## config.mk

```make
export PLATFORM = sky130hd
export DESIGN_NAME = mux_onehot_demux_1to4_flat
export DESIGN_NICKNAME = d
export VERILOG_FILES = /design/src/rtl/mux_onehot_demux_1to4_if.sv /design/src/rtl/mux_onehot_demux_1to4.sv /design/src/flat_wrapper.sv
export SDC_FILE = /design/constraint.sdc
export NUM_CORES = 1
export LEC_CHECK = 0
export BUFFER_PORTS_ARGS = -buffer_cell sky130_fd_sc_hd__buf_4
export CAP_MARGIN = 20
export CORE_MARGIN = 5
export CORE_UTILIZATION = 54
export CTS_CLUSTER_DIAMETER = 200
export DETAILED_ROUTE_END_ITERATION = 6
export HOLD_SLACK_MARGIN = 0.02
export PLACE_DENSITY = 0.95
export SYNTH_ARGS = -nofsm -noshare
export SYNTH_HDL_FRONTEND = slang
export SYNTH_SLANG_ARGS = --single-unit
```

## constraint.sdc

```tcl
create_clock -name clock -period 10.7 [get_ports clock]
set_input_delay 2.14 -clock clock [delete_from_list [all_inputs] [get_ports clock]]
set_output_delay 2.14 -clock clock [all_outputs]
set_load 0.02 [all_outputs]
```

## src/rtl/mux_onehot_demux_1to4_if.sv

```systemverilog
// Bundles the input stream, the four output channels and the drop status
// of the 1-to-4 one-hot demultiplexer.
interface mux_onehot_demux_1to4_if #(
  parameter int WIDTH = 32
);
  logic             io_in_valid;
  logic             io_in_ready;
  logic [WIDTH-1:0] io_in_bits;
  logic [3:0]       io_in_sel;

  logic             io_out0_valid;
  logic             io_out0_ready;
  logic [WIDTH-1:0] io_out0_bits;
  logic             io_out1_valid;
  logic             io_out1_ready;
  logic [WIDTH-1:0] io_out1_bits;
  logic             io_out2_valid;
  logic             io_out2_ready;
  logic [WIDTH-1:0] io_out2_bits;
  logic             io_out3_valid;
  logic             io_out3_ready;
  logic [WIDTH-1:0] io_out3_bits;

  logic             io_err;
  logic [7:0]       io_drop_cnt;

  // The producer of the input stream and consumer of all four channels.
  modport master (
    output io_in_valid, io_in_bits, io_in_sel,
    output io_out0_ready, io_out1_ready, io_out2_ready, io_out3_ready,
    input  io_in_ready,
    input  io_out0_valid, io_out0_bits, io_out1_valid, io_out1_bits,
    input  io_out2_valid, io_out2_bits, io_out3_valid, io_out3_bits,
    input  io_err, io_drop_cnt
  );

  modport slave (
    input  io_in_valid, io_in_bits, io_in_sel,
    input  io_out0_ready, io_out1_ready, io_out2_ready, io_out3_ready,
    output io_in_ready,
    output io_out0_valid, io_out0_bits, io_out1_valid, io_out1_bits,
    output io_out2_valid, io_out2_bits, io_out3_valid, io_out3_bits,
    output io_err, io_drop_cnt
  );
endinterface

```

## src/rtl/mux_onehot_demux_1to4.sv

```systemverilog
// Buffered 1-to-4 one-hot demultiplexer: one register slot per channel,
// malformed selects are accepted, dropped, flagged and counted.
module mux_onehot_demux_1to4 #(
  parameter int WIDTH = 32
) (
  input logic                   clock,
  input logic                   reset,
  mux_onehot_demux_1to4_if.slave io
);

  logic [3:0]       r_full;
  logic [WIDTH-1:0] r_data [4];
  logic             r_err;
  logic [7:0]       r_dropCnt;

  logic [3:0]       w_outReady;
  logic             w_selOk;
  logic             w_inReady;
  logic             w_accept;

  assign w_outReady = {io.io_out3_ready, io.io_out2_ready,
                       io.io_out1_ready, io.io_out0_ready};

  assign w_selOk = (io.io_in_sel != 4'd0) &&
                   ((io.io_in_sel & (io.io_in_sel - 4'd1)) == 4'd0);

  // A malformed beat is always taken so it cannot wedge the stream; a good
  // beat waits only on the slot it targets, which may drain this same cycle.
  always_comb begin
    w_inReady = 1'b1;
    if (w_selOk) begin
      w_inReady = 1'b0;
      for (int k = 0; k < 4; k++) begin
        if (io.io_in_sel[k]) begin
          w_inReady = !r_full[k] || w_outReady[k];
        end
      end
    end
  end

  assign w_accept = io.io_in_valid && w_inReady;

  always_ff @(posedge clock) begin
    if (reset) begin
      r_full    <= 4'd0;
      for (int k = 0; k < 4; k++) begin
        r_data[k] <= '0;
      end
      r_err     <= 1'b0;
      r_dropCnt <= 8'd0;
    end else begin
      // Loading wins over draining so drain-and-load keeps the slot full.
      for (int k = 0; k < 4; k++) begin
        if (w_accept && w_selOk && io.io_in_sel[k]) begin
          r_data[k] <= io.io_in_bits;
          r_full[k] <= 1'b1;
        end else if (r_full[k] && w_outReady[k]) begin
          r_full[k] <= 1'b0;
        end
      end
      r_err <= w_accept && !w_selOk;
      if (w_accept && !w_selOk && (r_dropCnt != 8'hFF)) begin
        r_dropCnt <= r_dropCnt + 8'd1;
      end
    end
  end

  assign io.io_in_ready   = w_inReady;
  assign io.io_out0_valid = r_full[0];
  assign io.io_out1_valid = r_full[1];
  assign io.io_out2_valid = r_full[2];
  assign io.io_out3_valid = r_full[3];
  assign io.io_out0_bits  = r_data[0];
  assign io.io_out1_bits  = r_data[1];
  assign io.io_out2_bits  = r_data[2];
  assign io.io_out3_bits  = r_data[3];
  assign io.io_err        = r_err;
  assign io.io_drop_cnt   = r_dropCnt;

endmodule

```

## src/flat_wrapper.sv

```systemverilog
// flat-port wrapper written by rule: the top's interface ports become plain ports
module mux_onehot_demux_1to4_flat 
#(
  parameter int WIDTH = 32
)
  (clock, reset, io_io_in_valid, io_io_in_bits, io_io_in_sel, io_io_out0_ready, io_io_out1_ready, io_io_out2_ready, io_io_out3_ready, io_io_in_ready, io_io_out0_valid, io_io_out0_bits, io_io_out1_valid, io_io_out1_bits, io_io_out2_valid, io_io_out2_bits, io_io_out3_valid, io_io_out3_bits, io_io_err, io_io_drop_cnt);
  mux_onehot_demux_1to4_if #(.WIDTH(WIDTH)) io_i ();
  input logic clock;
  input logic reset;
  input wire logic [$bits(io_i.io_in_valid)-1:0] io_io_in_valid;
  input wire logic [$bits(io_i.io_in_bits)-1:0] io_io_in_bits;
  input wire logic [$bits(io_i.io_in_sel)-1:0] io_io_in_sel;
  input wire logic [$bits(io_i.io_out0_ready)-1:0] io_io_out0_ready;
  input wire logic [$bits(io_i.io_out1_ready)-1:0] io_io_out1_ready;
  input wire logic [$bits(io_i.io_out2_ready)-1:0] io_io_out2_ready;
  input wire logic [$bits(io_i.io_out3_ready)-1:0] io_io_out3_ready;
  output wire logic [$bits(io_i.io_in_ready)-1:0] io_io_in_ready;
  output wire logic [$bits(io_i.io_out0_valid)-1:0] io_io_out0_valid;
  output wire logic [$bits(io_i.io_out0_bits)-1:0] io_io_out0_bits;
  output wire logic [$bits(io_i.io_out1_valid)-1:0] io_io_out1_valid;
  output wire logic [$bits(io_i.io_out1_bits)-1:0] io_io_out1_bits;
  output wire logic [$bits(io_i.io_out2_valid)-1:0] io_io_out2_valid;
  output wire logic [$bits(io_i.io_out2_bits)-1:0] io_io_out2_bits;
  output wire logic [$bits(io_i.io_out3_valid)-1:0] io_io_out3_valid;
  output wire logic [$bits(io_i.io_out3_bits)-1:0] io_io_out3_bits;
  output wire logic [$bits(io_i.io_err)-1:0] io_io_err;
  output wire logic [$bits(io_i.io_drop_cnt)-1:0] io_io_drop_cnt;
  assign io_i.io_in_valid = io_io_in_valid;
  assign io_i.io_in_bits = io_io_in_bits;
  assign io_i.io_in_sel = io_io_in_sel;
  assign io_i.io_out0_ready = io_io_out0_ready;
  assign io_i.io_out1_ready = io_io_out1_ready;
  assign io_i.io_out2_ready = io_io_out2_ready;
  assign io_i.io_out3_ready = io_io_out3_ready;
  assign io_io_in_ready = io_i.io_in_ready;
  assign io_io_out0_valid = io_i.io_out0_valid;
  assign io_io_out0_bits = io_i.io_out0_bits;
  assign io_io_out1_valid = io_i.io_out1_valid;
  assign io_io_out1_bits = io_i.io_out1_bits;
  assign io_io_out2_valid = io_i.io_out2_valid;
  assign io_io_out2_bits = io_i.io_out2_bits;
  assign io_io_out3_valid = io_i.io_out3_valid;
  assign io_io_out3_bits = io_i.io_out3_bits;
  assign io_io_err = io_i.io_err;
  assign io_io_drop_cnt = io_i.io_drop_cnt;
  mux_onehot_demux_1to4 #(.WIDTH(WIDTH)) u_core (.clock(clock), .reset(reset), .io(io_i));
endmodule
```

# ---- After elaboration in Yosys (flattened, before gate mapping)
# Memory sizes are Yosys's and may differ from the RTL's.
# Cells that the tools add are included.
dict set report word_totals {
  regBits 13
  mem_bits_rw 128
  inputBits 43
  out_inout_bits 142
  word_cells 74
  memories 1
}
dict set report op_classes {
  addsub 2
  eq_ne 1
  mux 31
  bitwise_logic 5
  n_reduce_logical 28
}
# memory words width rd rd_clocked_by_memory_dff wr line_no
set memory_table {}
lappend memory_table {u_core.r_data 4 32 4 0 4 mux_onehot_demux_1to4.sv:12} ;# logic [WIDTH-1:0] r_data [4];
# cell n
set op_table {}
lappend op_table {{two-way mux 32 bit} 4}
lappend op_table {{two-way mux 1 bit} 27}
lappend op_table {{logical AND 1 bit} 13}
lappend op_table {{adder 8 x 1 -> 8 bit (second input constant)} 1}
lappend op_table {{!= test 8 bit (second input constant)} 1}
lappend op_table {{nonzero test 2 bit} 4}
lappend op_table {{zero test 1 bit} 5}
lappend op_table {{AND 4 bit} 1}
lappend op_table {{zero test 4 bit} 1}
lappend op_table {{logical OR 1 bit} 4}
lappend op_table {{OR 1 bit} 4}
lappend op_table {{nonzero test 4 bit} 1}
lappend op_table {{subtractor 4 x 1 -> 4 bit (second input constant)} 1}

# ---- Depth between registers and ports, before layout
# Gate-level depths: netlist of run 1.
dict set report depth {
  word_depth 14
  mapped_depth 8
  mapped_depth_nobuf 5
}

# ---- Worst setup path before layout of run 1
# Ideal clock, no wire load.
dict set report synth_timing {
  kind {input port to flip-flop}
  start {in io_io_in_sel[3]}
  end {mem u_core.r_data[0][0] (enable)}
  arrival_time_ns 5.565
  t_required_ns 10.234
  slack_ns 4.669
  stages 5
  n_path_buf 3
  path_cell_list {buf_2 -> or4b_1 -> clkbuf_1 -> clkbuf_1 -> o21ai_0}
}
# item line_no
set synth_lines {}
lappend synth_lines {{start, declared} flat_wrapper.sv:12} ;# input wire logic [$bits(io_i.io_in_sel)-1:0] io_io_in_sel;
lappend synth_lines {{end, declared} mux_onehot_demux_1to4.sv:12}

# ---- Final worst setup path of run 1
dict set report layout_timing {
  start {in io_io_in_sel[1]}
  end {out io_io_in_ready}
}
dict set report layout_between {
  elab_chain_len 5
}
# item line_no
set layout_lines {}
lappend layout_lines {{subtractor 4 x 1 -> 4 bit} mux_onehot_demux_1to4.sv:25} ;# ((io.io_in_sel & (io.io_in_sel - 4'd1)) == 4'd0);
lappend layout_lines {{AND 4 bit} mux_onehot_demux_1to4.sv:25}
lappend layout_lines {{zero test 4 bit} mux_onehot_demux_1to4.sv:25}
lappend layout_lines {{logical AND 1 bit} mux_onehot_demux_1to4.sv:24} ;# assign w_selOk = (io.io_in_sel != 4'd0) &&
lappend layout_lines {{two-way mux 1 bit (*)} mux_onehot_demux_1to4.sv:31} ;# if (w_selOk) begin
lappend layout_lines {{end, declared} flat_wrapper.sv:17} ;# output wire logic [$bits(io_i.io_in_ready)-1:0] io_io_in_ready;
# Mark *: on every way between the ends. The rest lies on a longest branch, timed or not.

==> summary.md, run 1 <==
| Metric | Value |
|---|---|
| RSZ-0062 raised after global routing | `false` |
| Clk_lat worst skew | `0.52 ns` |
| Clock power share | `between 30% and 40%` |
| Layout cells sized above 1 | `between 30% and 40%` |
| Ports | `185` |
| Antenna-violating nets left | `0` |
| Arrival @ worst endpoint | `roughly 3.8 ns` |
| Nets | `between 600 and 700` |
| Area Overhead vs Synth | `36.3%` |
| Sequential power share | `between 40 and 50%` |
| DP HPWL | `around 10 mm` |
| Post-synth ARST share | `0%` |
| Max Slew Vio Count | `0` |
| Worst path required time | `about 8.6 ns` |
| # Post-CTS Setup Buffers | `0` |
| WS Path Type | `in -> out` |
| Final Hold Fails | `0` |
| Routed length per instance | `20.2 um` |
| Syn Area/Cell | `between 10 and 15 um^2` |
| Dpl cells | `roughly 700` |
| Leakage power | `2.90 nW` |
| Worst hold path class | `reg -> reg` |
| Via count | `slightly above 4k` |
| RD Place Congestion | `0.870` |
| Sw Pwr | `between 300 and 400 uW` |
| Cell area after layout | `7550 um^2` |
| Num CTS Buffers | `17` |
| First-pass GRT wire length | `23.2 mm` |
| Period utilization | `about 56%` |
| Clock Skew | `~0.014 ns` |
| CTS root buf | `clkbuf_8` |
| Row cnt | `37` |
| Post-synth net total | `453` |
| Die width | `about 110 um` |
| Worst Tran Pin Value | `between 1 and 1.5 ns` |
| Flops & latches, synth | `between 100 and 150` |
| Router iterations before antenna repair | `4` |
| PD cells | `about 180 nW/um^2` |
| Setup TNS | `0 ns` |
| Pint | `a little over 1 mW` |
| Ant. Diodes | `0` |
| Max Cap Viol | `0` |
| Total track usage | `between 20% and 30%` |
| # DRC | `0` |
| Main synth FF type | `edfxtp_1` |
| Gr ovfl total | `0` |
| Overall power | `1.36 mW` |
| Logic pwr share | `between 10% and 20%` |
| Vias in the first global route | `between 4k and 5k` |
| Die area | `12400 um^2` |
| EDFF count, synth | `approximately 130` |
| TritonCTS clock tree | `built` |
| Drt via density | `between 5 and 6` |
| Mapped Cells | `just over 400` |
| Clk pin slew, worst setup/hold paths | `about 0.06 ns` |
| H-tree levels | `4` |
| VDD IR max | `109 uV` |
| Clock Sinks | `about 140` |
| Finished Layout Cells | `about 730` |
| Unique masters post-synth | `just over 40` |
| Final setup viols | `0` |
| Fmax | `approximately 170 MHz` |
| Critical Path Source Type | `primary input` |
| FF-to-FF setup slack | `between 7 and 8 ns` |
| Switching Share | `a little over a quarter` |
| Core area | `between 10000 and 15000 um^2` |
| Max clock buf depth | `2` |
| Die height | `111 um` |
| Initial Util | `between 50% and 60%` |
| Core Util, Final | `~74%` |
| Post-DP Area | `approximately 7000 um^2` |
| WL final | `between 10 and 15 mm` |
| Largest net degree at the start of global routing | `between 80 and 90` |
| Mapped cell area | `~5500 um^2` |
| DRC marker count from the first detailed-route iteration | `305` |
| Tmin final | `5.94 ns` |
| Crit Path Max Fanout | `21` |
| PortBufs | `about 180` |
| # hold bufs at CTS | `0` |
| Worst Setup End Kind | `output pin` |
| Max-slew headroom | `28.2%` |
| Synthesis Warnings | `0` |
| Post-cts sizing count | `0` |
| Initial antenna violation count | `0` |
| Register area share after synthesis | `approximately three quarters` |
| Status | `completed` |
## Yosys cell counts (all sizes together) (4+ instances only)
library cell,instances,area [um^2]
o21ai,9,45.0
o31ai,4,30.0
nand3,5,25.0
nor3,111,556
inv,36,135
dfxtp,13,260
buf,23,145
nand2,5,18.8
clkbuf,11,41.3
nor4,18,113
or4,4,30.0
a21oi,9,45.0
edfxtp,128,3840
## worst max-delay path, cell delays in order
cell and delay (ns):
buf_4 0.14, or4b_1 0.96, a22o_1 0.39, buf_4 0.17
## worst paths after layout
path	from	to	cells past startpoint
worst max-delay path	io_io_in_sel[1]	io_io_in_ready	4
worst min-delay path	u_core.io.io_drop_cnt[7]$_SDFFE_PP0P_	u_core.io.io_drop_cnt[7]$_SDFFE_PP0P_	2
worst max register to register	u_core.r_full[3]$_SDFFE_PP0P_	u_core.r_data[2][28]$_SDFFCE_PN0P_	5
worst min register to register	u_core.io.io_drop_cnt[7]$_SDFFE_PP0P_	u_core.io.io_drop_cnt[7]$_SDFFE_PP0P_	2
## metal layers
layer | track usage, % | part of all wire [%] | vias to the layer above
met3 | 7.37 | 9.3 | 31
met5 | 0 | 0 | -
met2 | 40.0 | 51 | 238
met1 | 29.4 | 37 | 1980
li1 | - | - | 1901
met4 | 10.3 | 2.6 | 0
## cell type report
type,instances,area [um^2]
clock buffers,18,418
clock inverters,14,120
fillers,641,2630
inverters,36,135
multi-input cells,198,1170
flip-flops and latches,141,4100
well taps,136,170
repair buffers,189,1430
## kinds of logic (layout without fill, tap and decap cells)
kind of cell    count (synthesis)  count (layout)  share of synthesized area [%]
compound gates                 35              35                           4.11
xor+xnor                        1               1                          0.158
fa+ha+maj                       1               1                          0.226
buf+inv                        70             257                           5.80
flops                         141             141                           74.1
simple gates                  161             161                           15.6
## power groups by stage
stage               Combinational (mW)  Clock, mW  Sequential (mW)
floorplan                       0.0486          0            0.708
global placement                 0.173          0            0.662
detailed placement               0.178          0            0.663
CTS                              0.178      0.536            0.652
global route                     0.189      0.566            0.654
finish                           0.179      0.533            0.651
## stage by stage
stage | setup WS (ns) | hold slack, ns
floorplan | 4.67 | 0.559
finish | 4.76 | 0.508
detailed placement | 4.78 | 0.503
global placement | 4.85 | 0.482
CTS | 4.78 | 0.515
global route | 4.73 | 0.541
## sequential cells by signal (all words and copies together), names as in the netlist
register	cells
u_core.io.io_drop_cnt	8
u_core.io.io_err	1
u_core.r_data	128
u_core.r_full	4
## layout by cell type, fill, tap and decap left out, types with 2 or more instances in the layout
| cell | count |
|---|---|
| or3_1 | 2 |
| nor2b_1 | 3 |
| nor4_1 | 18 |
| o22ai_1 | 2 |
| clkinv_2 | 4 |
| or4_1 | 4 |
| nor2_1 | 2 |
| o31ai_1 | 4 |
| nand2_1 | 5 |
| nand3_1 | 4 |
| edfxtp_1 | 128 |
| dfxtp_1 | 13 |
| clkbuf_16 | 16 |
| o21ai_0 | 5 |
| nand4_1 | 2 |
| nand2b_1 | 2 |
| a21oi_1 | 9 |
| o21ai_4 | 3 |
| nor4b_1 | 2 |
| inv_1 | 36 |
| nor3_1 | 111 |
| clkinvlp_4 | 5 |
| buf_4 | 188 |
(Power assumes the default switching activity.)
==> run 2, diff against run 1 <==
--- a/config.mk
+++ b/config.mk
@@ -8,11 +8,11 @@
 export BUFFER_PORTS_ARGS = -buffer_cell sky130_fd_sc_hd__buf_4
 export CAP_MARGIN = 20
 export CORE_MARGIN = 5
-export CORE_UTILIZATION = 54
+export CORE_UTILIZATION = 45
 export CTS_CLUSTER_DIAMETER = 200
 export DETAILED_ROUTE_END_ITERATION = 6
 export HOLD_SLACK_MARGIN = 0.02
-export PLACE_DENSITY = 0.95
+export PLACE_DENSITY = 0.87
 export SYNTH_ARGS = -nofsm -noshare
 export SYNTH_HDL_FRONTEND = slang
 export SYNTH_SLANG_ARGS = --single-unit
==> constraint.sdc (replaced) <==
create_clock -name clock -period 5.1 [get_ports clock]
set_input_delay 1.02 -clock clock [delete_from_list [all_inputs] [get_ports clock]]
set_output_delay 1.02 -clock clock [all_outputs]
set_load 0.02 [all_outputs]
==> summary.md, run 2 (synthesis gave the netlist of run 1 again) <==
| Metric | Value |
|---|---|
| Tmin final | `3.69 ns` |
| CTS root buf | `clkbuf_16` |
| Max Cap Viol | `0` |
| # hold bufs at CTS | `0` |
| Final WS setup | `around 1.4 ns` |
| # Post-CTS Setup Buffers | `0` |
| Vias in the first global route | `4191` |
| Via count | `between 4k and 5k` |
| Most frequent cells in the layout | `188 x buf_4, 128 x edfxtp_1, 111 x nor3_1` |
| Drt via density | `about 5.4` |
| # DRC | `0` |
| Sequential power share | `45.4%` |
| VDD IR max | `~260 uV` |
| Worst hold path class | `reg -> reg` |
| Sw Pwr | `about 730 uW` |
| Max-slew headroom | `approximately 33%` |
| Total track usage | `between 20 and 25%` |
| Commonest non-fill, non-tap cell in the layout | `buf_4` |
| Clock power share | `between 40% and 50%` |
| Filler cell count in the final layout | `902` |
| Antenna-violating nets left | `0` |
| Die height | `121 um` |
| Gr ovfl total | `0` |
| Period utilization | `between 70% and 80%` |
| Nets | `628` |
| Routed length per instance | `roughly 20 um` |
| DRC marker count from the first detailed-route iteration | `between 400 and 500` |
| Hold Slack | `0.501 ns` |
| Row cnt | `40` |
| Final setup viols | `0` |
| Area Overhead vs Synth | `38.9%` |
| Max reg flops | `128` |
| Initial Util | `between 40% and 50%` |
| Worst Setup End Kind | `output pin` |
| Initial antenna violation count | `0` |
| Worst path required time | `just over 4 ns` |
| Worst Tran Pin Value | `between 1 and 1.5 ns` |
| Layout cells sized above 1 | `between 30% and 40%` |
| Num CTS Buffers | `17` |
| Arrival @ worst endpoint | `2.67 ns` |
| Fmax | `between 200 and 300 MHz` |
| Clk pin slew, worst setup/hold paths | `roughly 0.060 ns` |
| Largest net degree at the start of global routing | `79` |
| Clock Sinks | `141` |
| Max Slew Vio Count | `0` |
| Crit Path Max Fanout | `21` |
| H-tree levels | `4` |
| Die width | `121 um` |
| Status | `completed` |
| FF/Latch Area | `about 4100 um^2` |
| PD cells | `between 300 and 400 nW/um^2` |
| Ports | `roughly 190` |
| DP Worst Slack | `about 1.1 ns` |
| Leakage power | `between 2 and 3 nW` |
| Critical Path Source Type | `primary input` |
| Setup TNS | `0 ns` |
| RSZ-0062 raised after global routing | `false` |
| Finished Layout Cells | `between 700 and 800` |
| Clk_lat worst skew | `0.41 ns` |
| First-pass GRT wire length | `roughly 23 mm` |
| TritonCTS clock tree | `built` |
| Final Hold Fails | `0` |
| Logic pwr share | `about an eighth` |
| Register bank with the most flops | `u_core.r_data` |
| DP HPWL | `9.87 mm` |
| Router iterations before antenna repair | `5` |
| Clock Skew | `between 0.005 and 0.006 ns` |
| WS Path Type | `in -> out` |
| Post-cts sizing count | `0` |
| Max clock buf depth | `2` |
| WL final | `roughly 15 mm` |
| PortBufs | `184` |
| Switching Share | `approximately 24%` |
| Ant. Diodes | `0` |
| Core area | `12100 um^2` |
| RD Place Congestion | `between 0.8 and 0.9` |
| Multi-input logic area | `roughly 1200 um^2` |
| Die area | `between 10000 and 15000 um^2` |
| Dpl cells | `~730` |
| Pint | `around 2.3 mW` |
## run 2: changes by cell type in the layout (fill, tap and decap cells not counted), sizes merged
cell      previous run  this run
bufinv               1         4
clkinv               6         8
clkinvlp             5         1
buf                189       190
inv                 38        36
## run 2: layer usage
| metal | part of all wire [%] | up-vias | track usage [%] | wire length, um |
|---|---|---|---|---|
| li1 | - | 1899 | - | - |
| met1 | 39 | 1995 | 24.3 | 5810 |
| met2 | 51 | 202 | 35.4 | 7660 |
| met3 | 8.6 | 20 | 6.29 | 1290 |
| met4 | 1.5 | 0 | 7.29 | 219 |
| met5 | 0 | - | 0 | 0 |
## run 2: power groups by stage
stage | clock network, mW | registers (mW) | logic [mW]
5_1_grt | 1.34 | 1.37 | 0.403
2_1_floorplan | 0 | 1.49 | 0.102
6_report | 1.26 | 1.37 | 0.381
3_5_place_dp | 0 | 1.39 | 0.377
3_3_place_gp | 0 | 1.39 | 0.368
4_1_cts | 1.28 | 1.37 | 0.377
## run 2: final timing paths
path         cells past startpoint                                    end  slack, ns                                  start
max                              4                         io_io_in_ready       1.41                        io_io_in_sel[1]
min                              2  u_core.io.io_drop_cnt[7]$_SDFFE_PP0P_       0.50  u_core.io.io_drop_cnt[7]$_SDFFE_PP0P_
max reg2reg                      5     u_core.r_data[3][25]$_SDFFCE_PN0P_       2.50          u_core.r_full[3]$_SDFFE_PP0P_
min reg2reg                      2  u_core.io.io_drop_cnt[7]$_SDFFE_PP0P_       0.50  u_core.io.io_drop_cnt[7]$_SDFFE_PP0P_
## run 2: layout make-up
class                      count  share of cell area (%)
timing repair buffer         190                    19.1
multi-input combinational    198                    15.3
sequential                   141                    53.3
tap                          168                    2.73
inverter                      36                    1.76
clock buffer                  18                    5.58
clock inverter                13                    2.26
## run 2: worst max-delay path, stage by stage
cell	delay [ns]
buf_4	0.14
or4b_1	0.95
a22o_1	0.39
buf_4	0.17
## run 2: metrics by stage
step	power (mW)	cell area (um^2)	util [%]
after floorplan	1.59	5540	-
after global placement	1.75	7040	58.4
after detailed placement	1.77	7040	58.4
after CTS	3.02	7640	63.4
after global routing	3.11	7700	63.8
final	3.01	7700	63.8
